File: src/rtl/cic_filter_core.sv
// Decimating CIC filter: N registered integrators at the input rate, N combs
// (differential delay 1) at the output rate, output scaled to unity DC gain.
module cic_filter_core #(
  parameter int unsigned DATA_WIDTH        = 16,
  parameter int unsigned DECIMATION_FACTOR = 4,
  parameter int unsigned NUM_STAGES        = 3
) (
  input  logic                  clk,
  input  logic                  reset,
  input  logic [DATA_WIDTH-1:0] data_in,
  output logic [DATA_WIDTH-1:0] data_out,
  output logic                  out_valid
);

  localparam int unsigned LOG2R = $clog2(DECIMATION_FACTOR);
  localparam int unsigned SHIFT = NUM_STAGES * LOG2R;
  localparam int unsigned W     = DATA_WIDTH + SHIFT;
  localparam logic [LOG2R-1:0] CNT_LAST = LOG2R'(DECIMATION_FACTOR - 1);

  if ((DECIMATION_FACTOR < 2) ||
      ((DECIMATION_FACTOR & (DECIMATION_FACTOR - 1)) != 0)) begin : g_bad_rate
    $error("cic_filter_core: DECIMATION_FACTOR must be a power of two >= 2");
  end
  if (NUM_STAGES < 1) begin : g_bad_stages
    $error("cic_filter_core: NUM_STAGES must be >= 1");
  end

  logic [LOG2R-1:0]      r_cnt;
  logic signed [W-1:0]   r_integ [NUM_STAGES];
  logic signed [W-1:0]   r_delay [NUM_STAGES];
  logic signed [W-1:0]   w_comb  [NUM_STAGES+1];
  logic signed [W-1:0]   w_in_ext;
  logic                  w_tick;
  logic [DATA_WIDTH-1:0] r_data_out;
  logic                  r_out_valid;

  assign w_in_ext  = W'($signed(data_in));
  assign w_tick    = (r_cnt == CNT_LAST);
  assign data_out  = r_data_out;
  assign out_valid = r_out_valid;

  // Comb chain evaluated on the last integrator value; only consumed on a tick.
  always_comb begin
    w_comb[0] = r_integ[NUM_STAGES-1];
    for (int k = 1; k <= NUM_STAGES; k++) begin
      w_comb[k] = w_comb[k-1] - r_delay[k-1];
    end
  end

  always_ff @(posedge clk) begin
    if (reset) begin
      r_cnt       <= '0;
      r_out_valid <= 1'b0;
      r_data_out  <= '0;
      for (int k = 0; k < NUM_STAGES; k++) begin
        r_integ[k] <= '0;
        r_delay[k] <= '0;
      end
    end else begin
      r_cnt       <= r_cnt + LOG2R'(1);
      r_out_valid <= w_tick;
      // Integrators wrap modulo 2^W; the combs undo the wrap exactly.
      r_integ[0]  <= r_integ[0] + w_in_ext;
      for (int k = 1; k < NUM_STAGES; k++) begin
        r_integ[k] <= r_integ[k] + r_integ[k-1];
      end
      if (w_tick) begin
        for (int k = 0; k < NUM_STAGES; k++) begin
          r_delay[k] <= w_comb[k];
        end
        r_data_out <= DATA_WIDTH'(w_comb[NUM_STAGES] >>> SHIFT);
      end
    end
  end

endmodule

File: config.mk
export PLATFORM = sky130hd
export DESIGN_NAME = cic_filter_core
export DESIGN_NICKNAME = d
export VERILOG_FILES = /design/src/rtl/cic_filter_core.sv
export SDC_FILE = /design/constraint.sdc
export NUM_CORES = 1
export LEC_CHECK = 0
export CAP_MARGIN = 20
export CORE_ASPECT_RATIO = 1.5
export CORE_MARGIN = 2
export CORE_UTILIZATION = 63
export DETAILED_ROUTE_END_ITERATION = 10
export PLACE_DENSITY = 0.82
export SKIP_LAST_GASP = 1
export SYNTH_ARGS = -nofsm -noshare
export SYNTH_HDL_FRONTEND = slang
export SYNTH_SLANG_ARGS = --single-unit
export TNS_END_PERCENT = 10
File: constraint.sdc
create_clock -name clk -period 6.4 [get_ports clk]
set_clock_uncertainty 0.15 [all_clocks]
set_input_delay 0.64 -clock clk [delete_from_list [all_inputs] [get_ports clk]]
set_output_delay 0.64 -clock clk [all_outputs]
set_load 0.03 [all_outputs]
After elaboration in Yosys (flattened, before gate mapping)
Memory sizes are Yosys's and may differ from the RTL's.
Index checks and enable logic that the tools add are counted.
{"block": "word_totals", "reg_bits": 19, "mem_bits_rw": 132, "output_inout_bits": 17, "in_bits": 18, "n_memories": 2}
{"block": "op_classes", "eq_ne": 1, "n_addsub": 7, "n_mux": 12, "bitwise": 6}
{"name": "r_delay", "depth": 3, "width": 22, "rd": 3, "rd_ports_with_merged_regs": 0, "write_ports": 3, "line": "30", "source": "logic signed [W-1:0] r_delay [NUM_STAGES];"}
{"name": "r_integ", "depth": 3, "width": 22, "rd": 3, "rd_ports_with_merged_regs": 0, "write_ports": 3, "line": "29", "source": "logic signed [W-1:0] r_integ [NUM_STAGES];"}
{"op": "22-bit 2-to-1 mux", "n": 6}
{"op": "22-bit subtractor", "n": 3}
{"op": "22-bit adder", "n": 2}
{"op": "22-bit by 16-bit adder with 22-bit output", "n": 1}
{"op": "1-bit 2-to-1 mux", "n": 6}
{"op": "1-bit OR", "n": 6}
{"op": "2-bit by 1-bit adder with 2-bit output, second input constant", "n": 1}
{"op": "2-bit == test, second input constant", "n": 1}

Logic depth before layout (Yosys ltp)
Gate-level depths: netlist of run 1.
{"block": "logic_depth", "ltp_word": 5, "ltp_mapped": 31}

Worst setup path before layout of run 1
No wires, ideal clock.
{"block": "synth_path", "path_type": "flip-flop to flip-flop", "start": "memory r_integ[0][44] (netlist bit)", "end": "register r_data_out[15], in the netlist data_out[15]", "arrival_time_ps": 5217, "setup_ps": 117, "t_required_ps": 6133, "stages_incl_launch_ff": 31, "setup_slack_ps": 916, "cell_sequence": "dfxtp_1 -> inv_1 -> ha_1 -> inv_1 -> fa_1 -> a21o_1 -> a21oi_1 -> o21ai_1 -> a21o_1 -> a21oi_1 -> o21ai_1 -> o31a_1 -> o21ai_1 -> nand3_1 -> nor2b_1 -> ha_1 -> nand2_1 -> nor2_1 -> or2_2 -> o22a_1 -> o31a_1 -> a21o_1 -> a21oi_1 -> xnor2_1 -> ha_1 -> or2_2 -> a21oi_1 -> a31oi_1 -> xor2_1 -> xnor3_1 -> a22o_1"}
{"element": "from (decl)", "line": "29"}
{"element": "to (signal assigned)", "line": "71", "source": "r_data_out <= DATA_WIDTH'(w_comb[NUM_STAGES] >>> SHIFT);"}
{"element": "to (decl)", "line": "34", "source": "logic [DATA_WIDTH-1:0] r_data_out;"}

==> flow_metrics.tcl, run 1 <==
set metrics [dict create \
    postRouteAntennaNets 0 \
    detail_route.first_pass.iterations 4 \
    via_count 7899 \
    dpl.cell_count 1360 \
    worstPathRequired_ns 6.57 \
    hold_buffers 0 \
    timing.rr.end "data_out[15]$_SDFFE_PP0P_" \
    drive_gt1_frac 0.0447 \
    syn_area_per_cell_um2 9.06 \
    fmax_ghz 0.166 \
    synth_area_um2 10300 \
    finalInstanceArea_um2 11400 \
    grt_use_total 0.238 \
    via_per_inst 5.67 \
    drc 0 \
    tightest_slew_ns 0.921 \
    synth_edf_count 66 \
    path_clk_slew_ns 0.06 \
    critical_path.endpoint_type "flop" \
    cp_data_arrival_time_ns 6.19 \
    wl_per_cell_um 13.7 \
    cts_made_buffers 17 \
    synthesis.nets 1283 \
    ys.flop_type "dfxtp_1" \
    place_hpwl_mm 14.0 \
    synthArstFlopShare 0 \
    grt_pass1_vias 8089 \
    ys_seq_area_frac 0.359 \
    synthCells 1134 \
    yosys_warnings 0 \
    top_usage_layer "met2" \
    seq_area_um2 3680 \
    cts_root_buf "clkbuf_16" \
    nets 1322 \
    area_growth_pct 11.4 \
    slowest_delay_ns 0.40 \
    cp_common_cell "a21oi_1" \
    clock_sinks 151 \
    die_y_um 160 \
    hold_class "flop to flop" \
    hold_viol 0 \
    reg2reg_slack_ns 0.38 \
    met1_usage 0.257 \
    num_rows 57 \
    setup_viol 0 \
    maxCapViolCount 0 \
    htree_levels 4 \
    critPathKind "flop to flop" \
    cp_slowest_cell "fa_1" \
    ys_ff_latch 151 \
    insertion_delay_ns 0.43 \
    holdWs_ns 0.270 \
    rsz0062_at_grt "no" \
    synth_area_leaders "edfxtp_1 (19%), dfxtp_1 (17%), ha_1 (15%)" \
    timing.setup.tns_ns 0 \
    yosys.cell_count.top_type "ha_1" \
    use_met3 0.0333 \
    rr_worst_depth 30 \
    min_period_over_period 0.941 \
    post-cts-setup-buffers 0 \
    routed_wl_mm 19.0 \
    core_um2 16100 \
    post_dp_cell_area_um2 10800 \
    startpoint_type "flop" \
    multi_input_area_um2 6170 \
    fill_cells 1246 \
    hp-start "r_cnt[0]$_SDFF_PP0_" \
    io_buffers 34 \
    fp.dieArea_um2 17400 \
    netlist.area_leader.share 0.193 \
    grt_pass1_wl_mm 34.1 \
    diodes 0 \
    synth_common_cells "ha_1 (126), nor2_1 (120), inv_1 (96)" \
    status "finished, final reports clean" \
    layoutNonFillerInstCount 1392 \
    hold_depth 1 \
    place_congestion 0.880 \
    cts_tree "built" \
    drv_slew 0 \
    grt_max_degree 76 \
    cts_max_path_buffers 2 \
    synthDistinctLibCells 69 \
    min_to "r_cnt[0]$_SDFF_PP0_" \
    synth_top_area_cell "edfxtp_1" \
    drtIter0Drc 299 \
    gr-total-overflow 0 \
    cts_resized 0 \
    period_minus_slack_ns 6.02 \
    fp.dieW_um 108 \
    path_max_fanout 4 \
    ios 35 \
    grt_use_met2 0.464 \
    antenna_found_initial 0 \
    rr_startpoint "r_integ[0][44]$_SDFF_PP0_" \
    initial_utilization 0.637 \
    relSlewSlack 0.386 \
]
-- worst max path at each step --
stage / startpoint / endpoint / slack (ns) / cells after the start
global route: r_integ[0][44]$_SDFF_PP0_ / data_out[15]$_SDFFE_PP0P_ / 0.009 / 30
floorplan: r_integ[0][44]$_SDFF_PP0_ / data_out[15]$_SDFFE_PP0P_ / 0.92 / 30
detailed placement: r_integ[0][44]$_SDFF_PP0_ / data_out[15]$_SDFFE_PP0P_ / 0.43 / 30
finish: r_integ[0][44]$_SDFF_PP0_ / data_out[15]$_SDFFE_PP0P_ / 0.38 / 30
CTS: r_integ[0][44]$_SDFF_PP0_ / data_out[15]$_SDFFE_PP0P_ / 0.41 / 30
global placement: r_integ[0][44]$_SDFF_PP0_ / data_out[15]$_SDFFE_PP0P_ / 0.60 / 30
-- metrics by stage --
stage,setup WS [ns],utilization
floorplan,0.916,-
global route,0.00946,0.710
detailed placement,0.433,0.672
finish,0.379,0.710
CTS,0.412,0.709
global placement,0.595,0.672
-- state kept, by name, summed over array words and instances (netlist names) --
signal / cells
r_delay: 66
r_integ: 66
r_cnt: 2
data_out: 16
out_valid: 1
-- area by class of cell --
cell class                 count  share of cell area
clock inverter                 8             0.00722
inverter                      96              0.0315
clock buffer                  24              0.0449
timing repair buffer          39              0.0326
multi-input combinational    868               0.539
sequential                   151               0.322
tap                          206              0.0225
-- critical path, delay by kind of cell, from the launching register on --
family	cells	cell delay, ns
and+or+nand+nor	6	0.95
buffers and inverters	2	0.14
xor gates and xnor gates	3	0.54
DFF	1	0.32
AOI/OAI and AO/OA	15	2.60
adders and majority gates	4	1.20
-- placed cells by master, fill, tap and decap left out, types with 27 or more instances in the layout --
cell and instances:
and2_1 62, a21o_1 39, nor2b_1 28, nand2_1 54, nor3_1 27, o21ai_0 43, a21oi_1 79, nor2_1 120
edfxtp_1 66, xor2_1 45, ha_1 126, dfxtp_1 85, clkdlybuf4s50_1 33, xnor2_1 46, inv_1 95
-- cells by family after synthesis --
group,Yosys count,synth area share
flip-flops,151,0.359
AND/OR/NAND/NOR,364,0.175
buffers and inverters,115,0.0420
adder cells (fa/ha/maj),131,0.163
multiplexers,10,0.00999
XOR/XNOR,92,0.0798
AO/OA/AOI/OAI,271,0.171
-- routing by layer --
metal	up-vias	wire length, um
li1	4078	-
met5	-	0
met1	3698	7730
met3	29	403
met2	94	10600
met4	0	303
Power of run 1 is left out: the tool's default activity adds up to more than one toggle a clock period on the data nets, which glitch-free logic cannot reach.
==> inputs of run 2 (changes only) <==
--- a/config.mk
+++ b/config.mk
@@ -7,7 +7,7 @@
 export LEC_CHECK = 0
 export CAP_MARGIN = 20
 export CORE_ASPECT_RATIO = 1.5
-export CORE_MARGIN = 2
+export CORE_MARGIN = 8
 export CORE_UTILIZATION = 63
 export DETAILED_ROUTE_END_ITERATION = 10
 export PLACE_DENSITY = 0.82
==> run 2 against run 1 <==
Effect of this change: register-to-register slack better by 0.06 ns; flip-flop and latch count unchanged; critical path depth unchanged; worst setup slack better by 0.056 ns; via count down 0.54%; highest routed layer unchanged; largest cell class unchanged; non-clock buffer count up 1; sequential share of layout area up 0.11 points; count of clock-buffer cells in the layout down 4.
==> flow_metrics.tcl, run 2 (synthesis gave the netlist of run 1 again) <==
set metrics [dict create \
    post-cts-setup-buffers 0 \
    period_minus_slack_ns 5.97 \
    hold_buffers 0 \
    clock_sinks 151 \
    core_um2 16100 \
    fp.dieArea_um2 20700 \
    use_met3 0.0301 \
    drc 0 \
    routed_wl_mm 19.2 \
    cp_common_cell "a21oi_1" \
    insertion_delay_ns 0.43 \
    critPathKind "flop to flop" \
    fp.dieW_um 120 \
    place_congestion 0.864 \
    timing.setup.tns_ns 0 \
    cts_resized 0 \
    detail_route.first_pass.iterations 7 \
    cp_slowest_cell "fa_1" \
    met1_usage 0.192 \
    relSlewSlack 0.399 \
    critical_path.endpoint_type "flop" \
    grt_pass1_vias 7966 \
    crit_buf_inv 2 \
    cts_made_buffers 17 \
    ios 35 \
    worstPathRequired_ns 6.57 \
    cts_max_path_buffers 2 \
    slowest_delay_ns 0.40 \
    via_count 7856 \
    io_buffers 34 \
    cts_root_buf "clkbuf_16" \
    drv_slew 0 \
    grt_use_total 0.195 \
    rsz0062_at_grt "no" \
    path_clk_slew_ns 0.06 \
    via_per_inst 5.64 \
    num_rows 57 \
    final_common_cell "ha_1" \
    maxCapViolCount 0 \
    path_max_fanout 4 \
    postRouteAntennaNets 0 \
    diodes 0 \
    antenna_found_initial 0 \
    grt_use_met2 0.392 \
    htree_levels 4 \
    die_y_um 172 \
    fmax_ghz 0.168 \
    fill_cells 1291 \
    cts_tree "built" \
    tightest_slew_ns 0.901 \
    min_period_over_period 0.932 \
    drive_gt1_frac 0.0447 \
    place_hpwl_mm 14.3 \
    final_cell_mix "ha_1 (126), nor2_1 (120), inv_1 (95), dfxtp_1 (85), a21oi_1 (79)" \
    cpLargestDelayFamily "compound AO/OA/AOI/OAI gates" \
    initial_utilization 0.637 \
    nets 1323 \
    startpoint_type "flop" \
    drtIter0Drc 331 \
    hold_class "flop to flop" \
    hold_viol 0 \
    setup_viol 0 \
    top_usage_layer "met2" \
    status "finished, final reports clean" \
    gr-total-overflow 0 \
    cp_data_arrival_time_ns 6.13 \
    area_growth_pct 11.0 \
    grt_max_degree 72 \
    grt_pass1_wl_mm 33.5 \
    wl_per_cell_um 13.8 \
]
## run 2: path summary, 6_finish.rpt
| path | start | end | slack, ns | depth (start not counted) |
|---|---|---|---|---|
| hold / removal | r_cnt[0]$_SDFF_PP0_ | r_cnt[0]$_SDFF_PP0_ | 0.28 | 1 |
| setup reg to reg | r_integ[0][44]$_SDFF_PP0_ | data_out[15]$_SDFFE_PP0P_ | 0.43 | 30 |
| hold reg to reg | r_cnt[0]$_SDFF_PP0_ | r_cnt[0]$_SDFF_PP0_ | 0.28 | 1 |
| setup / recovery | r_integ[0][44]$_SDFF_PP0_ | data_out[15]$_SDFFE_PP0P_ | 0.43 | 30 |
## run 2: through the flow
| step | utilization | instances | cell area [um^2] | hold WS [ns] | setup slack, ns |
|---|---|---|---|---|---|
| floorplan | - | 1134 | 10300 | 0.249 | 0.916 |
| global placement | 0.672 | 1361 | 10800 | 0.258 | 0.596 |
| detailed placement | 0.672 | 1361 | 10800 | 0.281 | 0.485 |
| CTS | 0.707 | 1393 | 11400 | 0.290 | 0.457 |
| global route | 0.707 | 1393 | 11400 | 0.311 | 0.0508 |
| finish | 0.707 | 1393 | 11400 | 0.278 | 0.434 |
## run 2: area by class of cell
cell class                 instances  area, um^2  share of cell area
inverter                          96         360              0.0316
multi-input combinational        868        6160               0.540
timing repair buffer              40         380              0.0334
clock buffer                      20         447              0.0392
sequential                       151        3680               0.323
clock inverter                    12         116              0.0102
tap                              206         258              0.0226
## run 2: worst register-to-register path: cells and delay by family (launching register included)
kind	cells	cell delay, ns
XOR/XNOR	3	0.54
AND/OR/NAND/NOR	6	0.97
adder cells (fa/ha/maj)	4	1.18
buffers and inverters	2	0.13
flip-flops	1	0.32
AO/OA/AOI/OAI	15	2.61
## run 2: per-layer routing
| metal | wire [um] | share of wire | vias to the layer above |
|---|---|---|---|
| li1 | - | - | 4058 |
| met1 | 7980 | 0.42 | 3686 |
| met2 | 10400 | 0.54 | 81 |
| met3 | 369 | 0.019 | 31 |
| met4 | 416 | 0.022 | 0 |
| met5 | 0 | 0 | - |
Power of run 2 is left out for the same reason.
==> inputs of run 3 (changes only) <==
--- a/config.mk
+++ b/config.mk
@@ -10,6 +10,7 @@
 export CORE_MARGIN = 8
 export CORE_UTILIZATION = 63
 export DETAILED_ROUTE_END_ITERATION = 10
+export GPL_ROUTABILITY_DRIVEN = 0
 export PLACE_DENSITY = 0.82
 export SKIP_LAST_GASP = 1
 export SYNTH_ARGS = -nofsm -noshare
==> results of run 3 <==
No change in the layout: final DEF, timing and power equal those of run 2.
Power of run 3 is left out for the same reason.
